--- src/rtl/v810_cache_pkg.sv ---
`default_nettype none
// ============================================================================
// Module   : v810_cache_pkg
// Purpose  : Shared geometry, fill-state encoding and address helper for the
//            v810 line-fill engine.
// Contents : ADDR_WIDTH/DATA_WIDTH/INDEX_WIDTH/WORD_WIDTH line geometry,
//            derived TAG/RAM-address/byte-offset widths, fill_state_t,
//            addr_fields_t and split_addr().
// Revision : 1.0  initial release
// ============================================================================
package v810_cache_pkg;

    localparam int ADDR_WIDTH     = 32;
    localparam int DATA_WIDTH     = 32;
    localparam int INDEX_WIDTH    = 7;
    localparam int WORD_WIDTH     = 1;
    localparam int BYTE_OFF_WIDTH = $clog2(DATA_WIDTH / 8);
    localparam int TAG_WIDTH      = ADDR_WIDTH - INDEX_WIDTH - WORD_WIDTH - BYTE_OFF_WIDTH;
    localparam int RAM_ADDR_WIDTH = INDEX_WIDTH + WORD_WIDTH;

    typedef enum logic [1:0] {
        ST_IDLE   = 2'd0,
        ST_INVAL  = 2'd1,
        ST_FETCH  = 2'd2,
        ST_COMMIT = 2'd3
    } fill_state_t;

    typedef struct packed {
        logic [TAG_WIDTH-1:0]   tag;
        logic [INDEX_WIDTH-1:0] index;
        logic [WORD_WIDTH-1:0]  word;
    } addr_fields_t;

    // Takes the word address (byte offset already stripped) and splits it.
    function automatic addr_fields_t split_addr(input logic [ADDR_WIDTH-1:BYTE_OFF_WIDTH] word_addr);
        split_addr = word_addr;
    endfunction

endpackage
`default_nettype wire

--- src/rtl/v810_cache_fill_if.sv ---
`default_nettype none
// ============================================================================
// Module   : v810_cache_fill_if
// Purpose  : Bundles the miss-request, bus-read, data-RAM write, tag write and
//            critical-word forward signals of the line-fill engine.
// Modports : master - the fill engine (drives req_ready, done, err, bus_req,
//                     bus_addr, dram_*, tag_*, fwd_*)
//            slave  - the surrounding cache/bus environment
// Revision : 1.0  initial release
// ============================================================================
interface v810_cache_fill_if;
    import v810_cache_pkg::*;

    logic                      req;
    logic [ADDR_WIDTH-1:0]     req_addr;
    logic                      req_ready;
    logic                      cancel;
    logic                      done;
    logic                      err;
    logic                      bus_req;
    logic [ADDR_WIDTH-1:0]     bus_addr;
    logic                      bus_ack;
    logic                      bus_err;
    logic [DATA_WIDTH-1:0]     bus_rdata;
    logic                      dram_wr_en;
    logic [RAM_ADDR_WIDTH-1:0] dram_wr_address;
    logic [DATA_WIDTH-1:0]     dram_wr_data;
    logic                      tag_wr_en;
    logic [INDEX_WIDTH-1:0]    tag_wr_index;
    logic [TAG_WIDTH-1:0]      tag_wr_tag;
    logic                      tag_wr_valid;
    logic                      fwd_valid;
    logic [DATA_WIDTH-1:0]     fwd_data;

    modport master (
        input  req, req_addr, cancel, bus_ack, bus_err, bus_rdata,
        output req_ready, done, err, bus_req, bus_addr,
               dram_wr_en, dram_wr_address, dram_wr_data,
               tag_wr_en, tag_wr_index, tag_wr_tag, tag_wr_valid,
               fwd_valid, fwd_data
    );

    modport slave (
        output req, req_addr, cancel, bus_ack, bus_err, bus_rdata,
        input  req_ready, done, err, bus_req, bus_addr,
               dram_wr_en, dram_wr_address, dram_wr_data,
               tag_wr_en, tag_wr_index, tag_wr_tag, tag_wr_valid,
               fwd_valid, fwd_data
    );

endinterface
`default_nettype wire

--- src/rtl/v810_fill_seq.sv ---
`default_nettype none
// ============================================================================
// Module   : v810_fill_seq
// Purpose  : Beat sequencer for a line fill. Counts beats 0..N-1 and maps the
//            beat number to the word being fetched.
// Macro    : V810_CACHE_FILL_CWF_EN - word order starts at start_word and
//            wraps; otherwise words run 0..N-1 and start_word is ignored.
// Ports    : clock, reset_n    - clock / async active-low reset
//            load, start_word  - begin a new line at the given start word
//            advance           - current beat finished
//            cur_word          - word index of the current beat
//            first_beat        - current beat is beat 0
//            last_beat         - current beat is beat N-1
// Revision : 1.0  initial release
// ============================================================================
module v810_fill_seq
    import v810_cache_pkg::*;
(
    input  logic                  clock,
    input  logic                  reset_n,
    input  logic                  load,
    input  logic                  advance,
    input  logic [WORD_WIDTH-1:0] start_word,
    output logic [WORD_WIDTH-1:0] cur_word,
    output logic                  first_beat,
    output logic                  last_beat
);

    logic [WORD_WIDTH-1:0] beat_q, beat_d;

    always_comb begin
        beat_d = beat_q;
        if (load) begin
            beat_d = '0;
        end else if (advance) begin
            beat_d = beat_q + WORD_WIDTH'(1);
        end
    end

    always_ff @(posedge clock or negedge reset_n) begin
        if (!reset_n) begin
            beat_q <= '0;
        end else begin
            beat_q <= beat_d;
        end
    end

    assign first_beat = (beat_q == '0);
    assign last_beat  = &beat_q;

`ifdef V810_CACHE_FILL_CWF_EN
    logic [WORD_WIDTH-1:0] start_q, start_d;

    always_comb begin
        start_d = load ? start_word : start_q;
    end

    always_ff @(posedge clock or negedge reset_n) begin
        if (!reset_n) begin
            start_q <= '0;
        end else begin
            start_q <= start_d;
        end
    end

    // Modular add gives the wrap w, w+1, ..., N-1, 0, ..., w-1.
    assign cur_word = start_q + beat_q;
`else
    logic unused_start;
    assign unused_start = ^start_word;
    assign cur_word     = beat_q;
`endif

endmodule
`default_nettype wire

--- src/rtl/v810_cache_fill.sv ---
`default_nettype none
// ============================================================================
// Module   : v810_cache_fill
// Purpose  : Cache line-fill engine. On a miss it invalidates the line's tag,
//            reads every word of the line from the bus into the data RAM and
//            then writes the tag back as valid.
// Macro    : V810_CACHE_FILL_CWF_EN - critical word first with a forward of
//            the first word on fwd_valid/fwd_data; otherwise fwd_* are 0.
// Ports    : clock   - sole clock, rising edge
//            reset_n - asynchronous active-low reset
//            fill_if - master side of v810_cache_fill_if (request, bus read,
//                      data RAM write, tag write, forward)
// Revision : 1.0  initial release
// ============================================================================
module v810_cache_fill
    import v810_cache_pkg::*;
(
    input  logic              clock,
    input  logic              reset_n,
    v810_cache_fill_if.master fill_if
);

    fill_state_t               state_q, state_d;
    logic [TAG_WIDTH-1:0]      tag_q, tag_d;
    logic [INDEX_WIDTH-1:0]    index_q, index_d;
    logic                      cancel_pend_q, cancel_pend_d;
    logic                      fin_q, fin_d;
    logic                      bus_req_q, bus_req_d;
    logic [ADDR_WIDTH-1:0]     bus_addr_q, bus_addr_d;
    logic                      dram_wr_en_q, dram_wr_en_d;
    logic [RAM_ADDR_WIDTH-1:0] dram_wr_address_q, dram_wr_address_d;
    logic [DATA_WIDTH-1:0]     dram_wr_data_q, dram_wr_data_d;
    logic                      tag_wr_en_q, tag_wr_en_d;
    logic [INDEX_WIDTH-1:0]    tag_wr_index_q, tag_wr_index_d;
    logic [TAG_WIDTH-1:0]      tag_wr_tag_q, tag_wr_tag_d;
    logic                      tag_wr_valid_q, tag_wr_valid_d;
    logic                      done_q, done_d;
    logic                      err_q, err_d;

    addr_fields_t              req_fields;
    logic [WORD_WIDTH-1:0]     cur_word;
    logic                      seq_load;
    logic                      seq_first;
    logic                      seq_last;
    logic                      beat_ack;
    logic                      unused_byte_off;

    assign req_fields      = split_addr(fill_if.req_addr[ADDR_WIDTH-1:BYTE_OFF_WIDTH]);
    assign unused_byte_off = ^fill_if.req_addr[BYTE_OFF_WIDTH-1:0];
    assign seq_load        = (state_q == ST_IDLE) && fill_if.req;
    // Only an ack to an outstanding request completes a beat.
    assign beat_ack        = (state_q == ST_FETCH) && bus_req_q && fill_if.bus_ack;

    v810_fill_seq u_seq (
        .clock      (clock),
        .reset_n    (reset_n),
        .load       (seq_load),
        .advance    (beat_ack),
        .start_word (req_fields.word),
        .cur_word   (cur_word),
        .first_beat (seq_first),
        .last_beat  (seq_last)
    );

    always_comb begin
        state_d           = state_q;
        tag_d             = tag_q;
        index_d           = index_q;
        cancel_pend_d     = cancel_pend_q;
        fin_d             = fin_q;
        bus_req_d         = bus_req_q;
        bus_addr_d        = bus_addr_q;
        dram_wr_en_d      = 1'b0;
        dram_wr_address_d = dram_wr_address_q;
        dram_wr_data_d    = dram_wr_data_q;
        tag_wr_en_d       = 1'b0;
        tag_wr_index_d    = tag_wr_index_q;
        tag_wr_tag_d      = tag_wr_tag_q;
        tag_wr_valid_d    = tag_wr_valid_q;
        done_d            = 1'b0;
        err_d             = 1'b0;

        case (state_q)
            ST_IDLE: begin
                if (fill_if.req) begin
                    tag_d          = req_fields.tag;
                    index_d        = req_fields.index;
                    cancel_pend_d  = 1'b0;
                    fin_d          = 1'b0;
                    // Tag invalidate is presented during the INVAL cycle.
                    tag_wr_en_d    = 1'b1;
                    tag_wr_index_d = req_fields.index;
                    tag_wr_tag_d   = req_fields.tag;
                    tag_wr_valid_d = 1'b0;
                    state_d        = ST_INVAL;
                end
            end

            ST_INVAL: begin
                if (fill_if.cancel) begin
                    state_d = ST_IDLE;
                end else begin
                    bus_req_d  = 1'b1;
                    bus_addr_d = {tag_q, index_q, cur_word, {BYTE_OFF_WIDTH{1'b0}}};
                    state_d    = ST_FETCH;
                end
            end

            ST_FETCH: begin
                if (bus_req_q) begin
                    if (fill_if.bus_ack) begin
                        bus_req_d         = 1'b0;
                        dram_wr_en_d      = 1'b1;
                        dram_wr_address_d = {index_q, cur_word};
                        dram_wr_data_d    = fill_if.bus_rdata;
                        if (fill_if.cancel || cancel_pend_q) begin
                            state_d = ST_IDLE;
                        end else if (seq_last) begin
                            fin_d = 1'b1;
                        end
                    end else if (fill_if.bus_err) begin
                        bus_req_d = 1'b0;
                        err_d     = 1'b1;
                        state_d   = ST_IDLE;
                    end else if (fill_if.cancel) begin
                        // The open request must still be answered first.
                        cancel_pend_d = 1'b1;
                    end
                end else begin
                    // Gap cycle after an ack: the RAM write is on the port now,
                    // so the tag commit lands one cycle later, never together.
                    if (fill_if.cancel) begin
                        state_d = ST_IDLE;
                    end else if (fin_q) begin
                        tag_wr_en_d    = 1'b1;
                        tag_wr_index_d = index_q;
                        tag_wr_tag_d   = tag_q;
                        tag_wr_valid_d = 1'b1;
                        done_d         = 1'b1;
                        state_d        = ST_COMMIT;
                    end else begin
                        bus_req_d  = 1'b1;
                        bus_addr_d = {tag_q, index_q, cur_word, {BYTE_OFF_WIDTH{1'b0}}};
                    end
                end
            end

            ST_COMMIT: begin
                state_d = ST_IDLE;
            end

            default: begin
                state_d = ST_IDLE;
            end
        endcase
    end

    always_ff @(posedge clock or negedge reset_n) begin
        if (!reset_n) begin
            state_q           <= ST_IDLE;
            tag_q             <= '0;
            index_q           <= '0;
            cancel_pend_q     <= 1'b0;
            fin_q             <= 1'b0;
            bus_req_q         <= 1'b0;
            bus_addr_q        <= '0;
            dram_wr_en_q      <= 1'b0;
            dram_wr_address_q <= '0;
            dram_wr_data_q    <= '0;
            tag_wr_en_q       <= 1'b0;
            tag_wr_index_q    <= '0;
            tag_wr_tag_q      <= '0;
            tag_wr_valid_q    <= 1'b0;
            done_q            <= 1'b0;
            err_q             <= 1'b0;
        end else begin
            state_q           <= state_d;
            tag_q             <= tag_d;
            index_q           <= index_d;
            cancel_pend_q     <= cancel_pend_d;
            fin_q             <= fin_d;
            bus_req_q         <= bus_req_d;
            bus_addr_q        <= bus_addr_d;
            dram_wr_en_q      <= dram_wr_en_d;
            dram_wr_address_q <= dram_wr_address_d;
            dram_wr_data_q    <= dram_wr_data_d;
            tag_wr_en_q       <= tag_wr_en_d;
            tag_wr_index_q    <= tag_wr_index_d;
            tag_wr_tag_q      <= tag_wr_tag_d;
            tag_wr_valid_q    <= tag_wr_valid_d;
            done_q            <= done_d;
            err_q             <= err_d;
        end
    end

`ifdef V810_CACHE_FILL_CWF_EN
    logic                  fwd_valid_q, fwd_valid_d;
    logic [DATA_WIDTH-1:0] fwd_data_q, fwd_data_d;

    // Beat 0 is the requested (critical) word; forward it with its RAM write.
    always_comb begin
        fwd_valid_d = beat_ack && seq_first && !fill_if.bus_err;
        fwd_data_d  = fwd_valid_d ? fill_if.bus_rdata : fwd_data_q;
    end

    always_ff @(posedge clock or negedge reset_n) begin
        if (!reset_n) begin
            fwd_valid_q <= 1'b0;
            fwd_data_q  <= '0;
        end else begin
            fwd_valid_q <= fwd_valid_d;
            fwd_data_q  <= fwd_data_d;
        end
    end

    assign fill_if.fwd_valid = fwd_valid_q;
    assign fill_if.fwd_data  = fwd_data_q;
`else
    logic unused_first;
    assign unused_first      = seq_first;
    assign fill_if.fwd_valid = 1'b0;
    assign fill_if.fwd_data  = '0;
`endif

    assign fill_if.req_ready       = (state_q == ST_IDLE);
    assign fill_if.bus_req         = bus_req_q;
    assign fill_if.bus_addr        = bus_addr_q;
    assign fill_if.dram_wr_en      = dram_wr_en_q;
    assign fill_if.dram_wr_address = dram_wr_address_q;
    assign fill_if.dram_wr_data    = dram_wr_data_q;
    assign fill_if.tag_wr_en       = tag_wr_en_q;
    assign fill_if.tag_wr_index    = tag_wr_index_q;
    assign fill_if.tag_wr_tag      = tag_wr_tag_q;
    assign fill_if.tag_wr_valid    = tag_wr_valid_q;
    assign fill_if.done            = done_q;
    assign fill_if.err             = err_q;

endmodule
`default_nettype wire

--- src/flat_wrapper.sv ---
// flat-port wrapper written by rule: the top's interface ports become plain ports
module v810_cache_fill_flat import v810_cache_pkg::*;
  (clock, reset_n, fill_if_req, fill_if_req_addr, fill_if_cancel, fill_if_bus_ack, fill_if_bus_err, fill_if_bus_rdata, fill_if_req_ready, fill_if_done, fill_if_err, fill_if_bus_req, fill_if_bus_addr, fill_if_dram_wr_en, fill_if_dram_wr_address, fill_if_dram_wr_data, fill_if_tag_wr_en, fill_if_tag_wr_index, fill_if_tag_wr_tag, fill_if_tag_wr_valid, fill_if_fwd_valid, fill_if_fwd_data);
  v810_cache_fill_if fill_if_i ();
  input  logic clock;
  input  logic reset_n;
  input wire logic [$bits(fill_if_i.req)-1:0] fill_if_req;
  input wire logic [$bits(fill_if_i.req_addr)-1:0] fill_if_req_addr;
  input wire logic [$bits(fill_if_i.cancel)-1:0] fill_if_cancel;
  input wire logic [$bits(fill_if_i.bus_ack)-1:0] fill_if_bus_ack;
  input wire logic [$bits(fill_if_i.bus_err)-1:0] fill_if_bus_err;
  input wire logic [$bits(fill_if_i.bus_rdata)-1:0] fill_if_bus_rdata;
  output wire logic [$bits(fill_if_i.req_ready)-1:0] fill_if_req_ready;
  output wire logic [$bits(fill_if_i.done)-1:0] fill_if_done;
  output wire logic [$bits(fill_if_i.err)-1:0] fill_if_err;
  output wire logic [$bits(fill_if_i.bus_req)-1:0] fill_if_bus_req;
  output wire logic [$bits(fill_if_i.bus_addr)-1:0] fill_if_bus_addr;
  output wire logic [$bits(fill_if_i.dram_wr_en)-1:0] fill_if_dram_wr_en;
  output wire logic [$bits(fill_if_i.dram_wr_address)-1:0] fill_if_dram_wr_address;
  output wire logic [$bits(fill_if_i.dram_wr_data)-1:0] fill_if_dram_wr_data;
  output wire logic [$bits(fill_if_i.tag_wr_en)-1:0] fill_if_tag_wr_en;
  output wire logic [$bits(fill_if_i.tag_wr_index)-1:0] fill_if_tag_wr_index;
  output wire logic [$bits(fill_if_i.tag_wr_tag)-1:0] fill_if_tag_wr_tag;
  output wire logic [$bits(fill_if_i.tag_wr_valid)-1:0] fill_if_tag_wr_valid;
  output wire logic [$bits(fill_if_i.fwd_valid)-1:0] fill_if_fwd_valid;
  output wire logic [$bits(fill_if_i.fwd_data)-1:0] fill_if_fwd_data;
  assign fill_if_i.req = fill_if_req;
  assign fill_if_i.req_addr = fill_if_req_addr;
  assign fill_if_i.cancel = fill_if_cancel;
  assign fill_if_i.bus_ack = fill_if_bus_ack;
  assign fill_if_i.bus_err = fill_if_bus_err;
  assign fill_if_i.bus_rdata = fill_if_bus_rdata;
  assign fill_if_req_ready = fill_if_i.req_ready;
  assign fill_if_done = fill_if_i.done;
  assign fill_if_err = fill_if_i.err;
  assign fill_if_bus_req = fill_if_i.bus_req;
  assign fill_if_bus_addr = fill_if_i.bus_addr;
  assign fill_if_dram_wr_en = fill_if_i.dram_wr_en;
  assign fill_if_dram_wr_address = fill_if_i.dram_wr_address;
  assign fill_if_dram_wr_data = fill_if_i.dram_wr_data;
  assign fill_if_tag_wr_en = fill_if_i.tag_wr_en;
  assign fill_if_tag_wr_index = fill_if_i.tag_wr_index;
  assign fill_if_tag_wr_tag = fill_if_i.tag_wr_tag;
  assign fill_if_tag_wr_valid = fill_if_i.tag_wr_valid;
  assign fill_if_fwd_valid = fill_if_i.fwd_valid;
  assign fill_if_fwd_data = fill_if_i.fwd_data;
  v810_cache_fill u_core (.clock(clock), .reset_n(reset_n), .fill_if(fill_if_i));
endmodule
--- config.mk ---
export PLATFORM = sky130hd
export DESIGN_NAME = v810_cache_fill_flat
export DESIGN_NICKNAME = d
export VERILOG_FILES = /design/src/rtl/v810_cache_pkg.sv /design/src/rtl/v810_cache_fill_if.sv /design/src/rtl/v810_fill_seq.sv /design/src/rtl/v810_cache_fill.sv /design/src/flat_wrapper.sv
export SDC_FILE = /design/constraint.sdc
export NUM_CORES = 1
export LEC_CHECK = 0
export ABC_CLOCK_PERIOD_IN_PS = 3000
export CAP_MARGIN = 30
export CORE_MARGIN = 8
export CORE_UTILIZATION = 48
export DETAILED_ROUTE_END_ITERATION = 12
export GPL_TIMING_DRIVEN = 0
export PLACE_DENSITY_LB_ADDON = 0.3
export REMOVE_ABC_BUFFERS = 1
export SYNTH_ARGS = -nofsm -noshare
export SYNTH_HDL_FRONTEND = slang
export SYNTH_SLANG_ARGS = --single-unit
--- constraint.sdc ---
create_clock -name clock -period 3 [get_ports clock]
set_input_delay 0.6 -clock clock [delete_from_list [all_inputs] [get_ports clock]]
set_output_delay 0.6 -clock clock [all_outputs]
set_load 0.1 [all_outputs]
## After elaboration in Yosys (flattened, before gate mapping)

Cells that the tools add are included.

| operators by class | value |
|---|---|
| reduce and logical (&&, ||, !) cells | 16 |
| $add $sub $neg | 1 |
| mux-type cells | 61 |
| equal/unequal tests | 19 |

Operators by type and width:

| cell | count |
|---|---|
| two-way mux 32 bit | 4 |
| two-way mux 22 bit | 4 |
| case mux 32 bit (2 select lines) | 1 |
| case mux 22 bit (2 select lines) | 1 |
| two-way mux 1 bit | 32 |
| two-way mux 7 bit | 4 |
| inequality test 2 bit, second input constant | 11 |
| two-way mux 2 bit | 8 |
| case mux 7 bit (2 select lines) | 1 |
| AND reduction 6 bit | 2 |
| case mux 1 bit (2 select lines) | 5 |
| AND reduction 5 bit | 2 |
| inequality test 4 bit, second input constant | 2 |
| case mux 2 bit (4 select lines) | 1 |
| nonzero test 2 bit | 3 |
| == test 2 bit, second input constant | 2 |
| inequality test 2 x 1 -> 1 bit, second input constant | 2 |
| inequality test 4 x 2 -> 1 bit, second input constant | 1 |
| AND reduction 2 bit | 2 |
| AND reduction 4 bit | 1 |
| logical AND 1 bit | 3 |
| AND reduction 3 bit | 1 |
| == test 2 x 1 -> 1 bit, second input constant | 1 |
| zero test 2 bit | 1 |
| 2 further kinds | 2 |

| word-level totals | value |
|---|---|
| output and inout port bits | 141 |
| input port bits | 70 |
| register bits after elaboration | 141 |
| logic and storage cells | 114 |

## Logic depth before layout (Yosys ltp)

| depth | value |
|---|---|
| word-level depth | 5 |
| depth in mapped cells | 6 |
| depth with buffers taken out | 4 |

## Cells and area by module

From an unflattened synthesis, not the netlist that was laid out.

| second synthesis, totals | value |
|---|---|
| cell total of the unflattened synthesis | 448 |
| area total of the unflattened synthesis | 5,731.7 um^2 |

By module, submodules not included:

| module | times used | seq. area each (um^2) | cells an instance | area an instance (um^2) |
|---|---|---|---|---|
| v810_cache_fill | 1 | 3,453.3 | 443 | 5,683.0 |
| v810_fill_seq | 1 | 25.0 | 5 | 48.8 |

## Worst setup path before layout

No wires, ideal clock.

| path | value |
|---|---|
| path kind | register -> output |
| from | reg u_core.state_q[1] |
| to | out fill_if_req_ready |
| required time | 2.400 ns |
| cell stages (with the launch flop) | 3 |
| path buffers | 1 |
| data arrival time | 1.779 ns |
| slack | 0.621 ns |
| cells stage by stage | dfrtp_1 > buf_6 > nor2_1 |

| on the way | value |
|---|---|
| word-level cells in the longest chain between the ends | 1 |

Ends and longest elaborated chain:

| what | RTL line | text |
|---|---|---|
| from (decl) | v810_cache_fill.sv:23 | `fill_state_t state_q, state_d;` |
| from (signal assigned) | v810_cache_fill.sv:177 | `state_q <= state_d;` |
| zero test 2 bit | v810_cache_fill.sv:225 | `assign fill_if.req_ready = (state_q == ST_IDLE);` |
| to (decl) | flat_wrapper.sv:13 | `output wire logic [$bits(fill_if_i.req_ready)-1:0] fill_if_req_ready;` |

Every way passes these cells.

## Worst setup path in the final report

| path | value |
|---|---|
| from | reg u_core.state_q[0] |
| to | out fill_if_req_ready |

The elaborated chain is that of the path after synthesis.

==> flow_metrics.tcl <==
set metrics [dict create \
    nets 630 \
    cp_top_family "buffers and inverters" \
    yosys.area.top_type "dfrtp_1" \
    grt_pass1_vias 4154 \
    cts-htree-levels 4 \
    grt_max_degree 82 \
    die_height_um 126.5 \
    cp.arrival_ns 2.26 \
    criticalPathCategory "flip-flop to output port" \
    relSlewSlack 0.3111 \
    r2r_setup_slack_ns 0.87 \
    ys_types 31 \
    max_cap_viol_count 0 \
    path_buf_inv 1 \
    startpoint_type "flip-flop" \
    synthCells 383 \
    avgRoutedWirePerCell_um 19.58 \
    avgViaCountPerCell 5.076 \
    core_um2 11960 \
    finalWirelength_um 14100 \
    setup_viol 0 \
    r2r_cells 4 \
    drc 0 \
    layout_common_cells "171 x clkdlybuf4s50_1, 139 x dfrtp_1, 70 x mux2_2" \
    gp_congestion 0.7512 \
    rows 40 \
    postCtsSetupBuffers 0 \
    cts_tree "done" \
    synth.avg_cell_area_um2 15.31 \
    die_width_um 126.5 \
    synth_ff_type "dfrtp_1" \
    crit_chain "nor2_1 > clkdlybuf4s50_1" \
    fill_cells 863 \
    numClockSinks 139 \
    outcome "completed" \
    antenna_found_initial 0 \
    timing.fmax_mhz 349.3 \
    crit_required_ns 2.40 \
    synthTopCellsByArea "dfrtp_1 59%, mux2_2 13%, mux2_4 7.4%, o221a_2 5.6%, buf_4 4.6%" \
    dieArea_um2 16010 \
    min_period_ns 2.863 \
    clkLatencyLatePin_ns 0.41 \
    ys_ff_latch 139 \
    pre_cts_slack_ns 0.2579 \
    reg2reg_from "u_core.state_q[0]$_DFFE_PN0P_" \
    holdCritPathClass "input pin to async pin" \
    synth_async_sr_flop_share 1.000 \
    critPathSlowestCell "clkdlybuf4s50_1" \
    clockBufferDepth 2 \
    drv_slew 0 \
    drtIter0Drc 171 \
    hold_viol 0 \
    drive_gt1_frac 0.2967 \
    syn2layout_area_growth_pct 40.45 \
    clk_pin_slew_ns 0.06 \
    yosysWarnings 0 \
    layout_commonest_cell "clkdlybuf4s50_1" \
    io_buffer_count 172 \
    dpl.hpwl_um 9965 \
    grt_pass1_wl_um 22750 \
    synth_edf_count 0 \
    finalCritPeriodShare 0.9543 \
    n_antenna_cell 0 \
    ys_seq_area_frac 0.5931 \
    firstDrtPassIters 4 \
    cp_max_fo 9 \
    cts-hold-fix-buffers 0 \
    grt.overflow.total 0 \
    regToRegEndpoint "u_core.fill_if.tag_wr_tag[21]$_DFFE_PN0P_" \
    cts-root-buf "clkbuf_16" \
    startpoint "u_core.state_q[0]$_DFFE_PN0P_" \
    netlist_area_um2 5864 \
    io_pins 211 \
    rsz0062_at_grt "no" \
    ant_nets 0 \
    setup_slack_ns 0.1372 \
    skew_ns 0.005573 \
    yosysTopAreaCellShare 0.5931 \
    vias 3655 \
    cts_resized 0 \
    endpoint_kind "output port" \
    worst_slew_pin_slew_ns 1.030 \
    grt_usage 0.1795 \
    cts_made_buffers 17 \
    start_util 0.4903 \
    max_stage_delay_ns 1.16 \
]
-- per-stage QoR --
step / cells / hold WS (ns) / TNS, ns / utilization / instance area (µm²)
after floorplan: 361 / 0.3044 / 0 / - / 5567
after global placement: 680 / 0.4815 / -626.29 / 0.6247 / 7472
after detailed placement: 687 / 0.4868 / 0 / 0.6388 / 7641
after CTS: 719 / 0.1733 / 0 / 0.6863 / 8209
after global routing: 720 / 0.1940 / 0 / 0.6886 / 8237
final: 720 / 0.1585 / 0 / 0.6886 / 8237
-- synthesized netlist by cell type, types with 2 or more instances --
master,n
mux2_4,29
buf_6,2
nand2_1,3
clkbuf_1,2
nand2b_1,30
buf_2,12
a21o_1,3
o221a_2,29
buf_4,36
buf_12,3
mux2_2,70
inv_1,4
dfrtp_1,139
nor2_1,4
-- area by class of cell --
type	count	area, µm²	area share
inverter	4	15.01	0.001823
clock buffer	25	505.5	0.06137
sequential	139	3478	0.4223
tap	147	183.9	0.02233
clock inverter	7	62.56	0.007595
multi-input combinational	218	2073	0.2517
timing repair buffer	180	1918	0.2329
-- flip-flops by register name (all words and copies together) (netlist names) --
signal	count
u_core.cancel_pend_q	1
u_core.fill_if.bus_addr	30
u_core.fill_if.bus_req	1
u_core.fill_if.done	1
u_core.fill_if.dram_wr_address	8
u_core.fill_if.dram_wr_data	32
u_core.fill_if.dram_wr_en	1
u_core.fill_if.err	1
u_core.fill_if.tag_wr_en	1
u_core.fill_if.tag_wr_index	7
u_core.fill_if.tag_wr_tag	22
u_core.fill_if.tag_wr_valid	1
u_core.fin_q	1
u_core.index_q	7
u_core.state_q	2
u_core.tag_q	22
u_core.u_seq.cur_word	1
-- worst reg2reg max path, delay by kind of cell (launching register included) --
| kind | cells | cell delay, ns |
|---|---|---|
| compound gates | 2 | 0.74 |
| buf+inv | 1 | 0.23 |
| flops | 1 | 0.51 |
| simple gates | 1 | 0.59 |
-- worst max path at each step --
stage	cells after the start	to
5_1_grt	2	fill_if_req_ready
3_5_place_dp	4	u_core.fill_if.bus_addr[31]$_DFFE_PN0P_
6_report	2	fill_if_req_ready
4_1_cts	2	fill_if_req_ready
2_1_floorplan	3	u_core.fill_if.tag_wr_index[0]$_DFFE_PN0P_
3_3_place_gp	1	u_core.tag_q[9]$_DFFE_PN0P_
-- cell families (layout without fill, tap and decap cells) --
| group | Yosys count | count (layout) | share of synthesized area |
|---|---|---|---|
| XOR/XNOR | 1 | 1 | 0.001494 |
| AND/OR/NAND/NOR | 44 | 44 | 0.05078 |
| AO/OA/AOI/OAI | 39 | 39 | 0.07020 |
| flip-flops | 139 | 139 | 0.5931 |
| other | 1 | 35 | 0.0006395 |
| multiplexers | 99 | 99 | 0.2087 |
| buffers and inverters | 60 | 216 | 0.07510 |
-- routing by layer --
metal	vias up	global-route usage	part of all wire
met5	-	0	0
met3	19	0.08085	0.10
met4	0	0.06228	0.014
met1	1823	0.2106	0.41
li1	1650	-	-
met2	163	0.2862	0.47
Power is not shown: default switching activity piles up to over one toggle a cycle in this logic, so the estimate is an artifact.
